[src/rtl/spi_mosi_if.sv]
// SPI mode-0 slave receive front-end, MSB first.
// Oversamples the SPI pins in the sys_clk domain and captures one WIDTH-bit word
// per chip-select frame into a parallel buffer with a level valid flag.
module spi_mosi_if #(
    parameter int WIDTH = 16
) (
    input  logic             sys_clk,
    input  logic             sys_reset_n,
    input  logic             spi_clk,
    input  logic             spi_mosi,
    input  logic             spi_cs_n,
    output logic             spi_miso,
    output logic [WIDTH-1:0] mosi_buffer,
    output logic             mosi_buffer_valid
);

    localparam int CW = $clog2(WIDTH + 2);
    localparam logic [CW-1:0] CNT_FULL = CW'(WIDTH);
    localparam logic [CW-1:0] CNT_SAT  = CW'(WIDTH + 1);

    typedef enum logic {IDLE, SHIFT} state_t;

    // [0],[1] form the 2-flop synchronizer, [2] is the edge-detect history stage
    logic [2:0]       sclk_q;
    logic [2:0]       cs_q;
    logic [1:0]       mosi_q;

    state_t           state_q;
    logic [WIDTH-1:0] shreg_q, shreg_d;
    logic [CW-1:0]    cnt_q, cnt_d;

    logic             sclk_rise, cs_fall, cs_rise;

    // Receive-only: MISO is never driven.
    assign spi_miso = 1'b0;

    // Synchronize the pins; CS resets to its idle (high) level.
    always_ff @(posedge sys_clk or negedge sys_reset_n) begin
        if (!sys_reset_n) begin
            sclk_q <= 3'b000;
            cs_q   <= 3'b111;
            mosi_q <= 2'b00;
        end else begin
            sclk_q <= {sclk_q[1:0], spi_clk};
            cs_q   <= {cs_q[1:0], spi_cs_n};
            mosi_q <= {mosi_q[0], spi_mosi};
        end
    end

    // MOSI has the same sync depth as SCLK, so mosi_q[1] is aligned with sclk_rise.
    assign sclk_rise = sclk_q[1] & ~sclk_q[2];
    assign cs_fall   = ~cs_q[1] & cs_q[2];
    assign cs_rise   = cs_q[1] & ~cs_q[2];

    // Next shift/count values; the completion check uses these so a bit that
    // lands in the same cycle as cs_rise is counted before the check.
    always_comb begin
        shreg_d = shreg_q;
        cnt_d   = cnt_q;
        if (state_q == SHIFT && sclk_rise) begin
            shreg_d = {shreg_q[WIDTH-2:0], mosi_q[1]};
            if (cnt_q != CNT_SAT) cnt_d = cnt_q + CW'(1);
        end
    end

    // Frame FSM: arm on cs_fall, shift while selected, publish only exact-length frames.
    always_ff @(posedge sys_clk or negedge sys_reset_n) begin
        if (!sys_reset_n) begin
            state_q           <= IDLE;
            shreg_q           <= '0;
            cnt_q             <= '0;
            mosi_buffer       <= '0;
            mosi_buffer_valid <= 1'b0;
        end else begin
            case (state_q)
                IDLE: begin
                    if (cs_fall) begin
                        shreg_q           <= '0;
                        cnt_q             <= '0;
                        mosi_buffer_valid <= 1'b0;
                        state_q           <= SHIFT;
                    end
                end
                SHIFT: begin
                    shreg_q <= shreg_d;
                    cnt_q   <= cnt_d;
                    if (cs_rise) begin
                        state_q <= IDLE;
                        if (cnt_d == CNT_FULL) begin
                            mosi_buffer       <= shreg_d;
                            mosi_buffer_valid <= 1'b1;
                        end
                    end
                end
                default: state_q <= IDLE;
            endcase
        end
    end

endmodule

[config.mk]
export PLATFORM = sky130hd
export DESIGN_NAME = spi_mosi_if
export DESIGN_NICKNAME = d
export VERILOG_FILES = /design/src/rtl/spi_mosi_if.sv
export SDC_FILE = /design/constraint.sdc
export NUM_CORES = 1
export LEC_CHECK = 0
export ABC_CLOCK_PERIOD_IN_PS = 3100
export CAP_MARGIN = 5
export CELL_PAD_IN_SITES_DETAIL_PLACEMENT = 0
export CELL_PAD_IN_SITES_GLOBAL_PLACEMENT = 1
export CORE_MARGIN = 4
export CORE_UTILIZATION = 44
export CTS_CLUSTER_SIZE = 40
export DETAILED_ROUTE_END_ITERATION = 16
export HOLD_SLACK_MARGIN = 0.02
export PLACE_DENSITY_LB_ADDON = 0.1
export REMOVE_ABC_BUFFERS = 1
export SETUP_SLACK_MARGIN = 0.05
export SYNTH_ARGS = -nofsm -noshare
export SYNTH_HDL_FRONTEND = slang
export SYNTH_SLANG_ARGS = --single-unit
[constraint.sdc]
create_clock -name sys_clk -period 3.1 [get_ports sys_clk]
set_input_delay 0.93 -clock sys_clk [delete_from_list [all_inputs] [get_ports sys_clk]]
set_output_delay 0.93 -clock sys_clk [all_outputs]
set_load 0.02 [all_outputs]
==> run_results.csv <==
group,metric,value,unit
finish,nFillCells,380,
worst_setup_path,start_kind,"register",
worst_hold_path,hp-class,"reg2reg",
status,status,"finished clean",
finish,final_layout_size_suffix_gt1_frac,0.171,
timing,max_freq,414,MHz
timing,slew_violations,0,
power_and_ir_drop,p_total,0.00113,W
global_routing,grt_pass1_vias,1345,
worst_setup_path,crit_fanout,12,
finish,mostFrequentLayoutCell,"nand2_1",
cts,clk_pin_slew,0.09,ns
routing,drcViolationCount,0,
cts,cts-root-buf,"clkbuf_8",
cts,cts_setup_buffers,0,
die,die-area,5950,um^2
yosys,synth_xor_area_frac,0.0125,
timing,period_needed,2.41,ns
power_and_ir_drop,vdd_drop_max,0.251,mV
finish,mostFrequentLayoutCells,"nand2_1 (52), dfrtp_1 (44), clkdlybuf4s50_1 (20)",
yosys,synth_seq_area_share,0.561,
finish,antennaDiodeCount,0,
timing,setup_tns,0,ns
yosys,synth_top_family_by_area,"simple AND/OR/NAND/NOR gates",
routing,dr.pass1.iters,4,
routing,routed_via_density,5.33,
timing,period_share,0.779,
die,core,4500,um^2
yosys,synthCells,183,
die,rows,24,
cts,cts_tree,"done",
routing,vias,1371,
cts,cts_buffer_depth,2,
timing,clock_skew,0.00587,ns
yosys,yosysUniqueCellTypes,31,
yosys,avgSynthCellArea,11.5,um^2
timing,rsz0062_at_grt,"false",
yosys,synth_mux_area_frac,0.106,
power_and_ir_drop,p_per_area,468,nW/um^2
yosys,syn_area,2100,um^2
flow_run,maxCapViolations,0,
routing,ant_nets,0,
global_routing,grt_overflow,0,
routing,wirelength,3900,um
yosys,synthAdderAreaFrac,0.0119,
global_routing,grt_usage,0.143,
worst_setup_path,worstPathRequired,3.29,ns
die,fp.dieH,77.1,um
worst_setup_path,worst_ep_arrival_time,2.60,ns
yosys,synthSimpleGateAreaFrac,0.136,
placed_design,gp_congestion,0.752,
yosys,synth-compound-area-share,0.118,
global_routing,antenna_found_initial,0,
cts,cts_resized,0,
die,start_util,0.467,
timing,hold_violations,0,
finish,fin_nets,211,
worst_setup_path,rrSetupSlack,0.69,ns
timing,worst_slew_pin_slew,0.984,ns
die,boundaryPins,23,
routing,routedWlPerCell,15.2,um
cts,cts_buffers,5,
yosys,synth-seq-cells,47,
placed_design,numPortBuffers,21,
worst_setup_path,critPathKind,"reg2reg",
cts,clkSinkCount,47,
cts,htreeDepth,2,
finish,syn2layout_area_growth,14.9,%
routing,drtIter0Drc,78,
global_routing,grt_max_degree,46,
global_routing,grt_pass1_wl,6710,um
cts,cts-hold-fix-buffers,0,
placed_design,place_hpwl,2440,um
die,die-width,77.1,um
cts,clk_latency,0.30,ns
yosys,yosys_warnings,0,
timing,setup_viol,0,
power_and_ir_drop,p_leak,1.16,nW
timing,relSlewSlack,0.344,
worst_setup_path,endpoint_kind,"register",
## final timing paths
| kind | from | to | depth (start not counted) |
|---|---|---|---|
| min | sclk_q[0]$_DFF_PN0_ | sclk_q[1]$_DFF_PN0_ | 0 |
| min reg2reg | sclk_q[0]$_DFF_PN0_ | sclk_q[1]$_DFF_PN0_ | 0 |
| min in group asynchronous | sys_reset_n | mosi_buffer[9]$_DFFE_PN0P_ | 1 |
| max | cnt_q[0]$_DFFE_PN0P_ | mosi_buffer[1]$_DFFE_PN0P_ | 7 |
| max reg2reg | cnt_q[0]$_DFFE_PN0P_ | mosi_buffer[1]$_DFFE_PN0P_ | 7 |
| max in group asynchronous | sys_reset_n | cs_q[0]$_DFF_PN1_ | 2 |
## state kept, by name, indices dropped and copies added, names as in the netlist
signal             count
mosi_buffer           16
cnt_q                  5
mosi_q                 2
shreg_q               16
cs_q                   3
mosi_buffer_valid      1
state_q                1
sclk_q                 3
## cells by family after synthesis
logic type               count (synthesis)
AND/OR/NAND/NOR                         66
adder cells (fa/ha/maj)                  2
buffers and inverters                   16
AO/OA/AOI/OAI                           31
other                                    1
flip-flops                              47
multiplexers                            17
XOR/XNOR                                 3
## metrics by stage
| step | cell area, um^2 | setup slack [ns] | hold slack (ns) | std cells | utilization |
|---|---|---|---|---|---|
| global placement | 2330 | 0.757 | 0.337 | 249 | 0.518 |
| global route | 2420 | 0.513 | 0.369 | 257 | 0.537 |
| detailed placement | 2330 | 0.671 | 0.337 | 249 | 0.518 |
| finish | 2420 | 0.686 | 0.357 | 257 | 0.537 |
| CTS | 2420 | 0.661 | 0.357 | 257 | 0.537 |
| floorplan | 2000 | 0.208 | 0.331 | 170 | - |
## critical path: stages, from the launching register on
cell and delay (ns):
dfrtp_1 0.48, ha_1 0.26, nand2_1 0.08, a21boi_0 0.13
o32a_1 0.39, a211oi_4 0.41, buf_12 0.21, mux2_2 0.34
## cell type report
cell class,count,area (um^2),share of cell area
Sequential cell,47,1180,0.488
Multi-Input combinational cell,120,813,0.336
Timing Repair Buffer,27,263,0.109
Clock buffer,6,72.6,0.0300
Tap cell,52,65.1,0.0269
Clock inverter,2,12.5,0.00518
Inverter,3,11.3,0.00466
## layer usage
layer  track usage  wire length, um
met2         0.225             1850
met5             0                0
met4        0.0480               38
met1         0.190             1850
met3        0.0398              159
## power breakdown
part | total (W) | switching [W] | internal (W) | leakage [nW]
registers | 0.000651 | 0.0000200 | 0.000631 | 0.631
clock network | 0.000360 | 0.000202 | 0.000158 | 0.0412
logic | 0.000122 | 0.0000757 | 0.0000460 | 0.486
total | 0.00113 | 0.000297 | 0.000835 | 1.16
## synth_stat cells
cell	number	area [um^2]
nand2_1	52	195
dfrtp_1	44	1100
a22o_1	18	158
mux2_4	9	135
clkbuf_1	7	26.3
mux2_2	7	78.8
a21oi_1	5	25.0
buf_6	4	45.0
nor2_1	4	15.0
o21ai_0	4	20.0
dfstp_2	3	78.8
inv_1	3	11.3
ha_1	2	25.0
nand3b_1	2	15.0
nand4_1	2	12.5
xnor2_1	2	17.5
a211oi_4	1	20.0
a21boi_0	1	7.51
a21o_1	1	7.51
and2_1	1	6.26
and3b_1	1	8.76
buf_12	1	20.0
buf_4	1	7.51
conb_1	1	3.75
mux2i_1	1	10.0
nand3_1	1	5.00
nand4bb_1	1	11.3
o32a_1	1	10.0
or2_1	1	6.26
or4_4	1	11.3
xor2_1	1	8.76
Note: power is estimated with default switching activity, not from simulation.
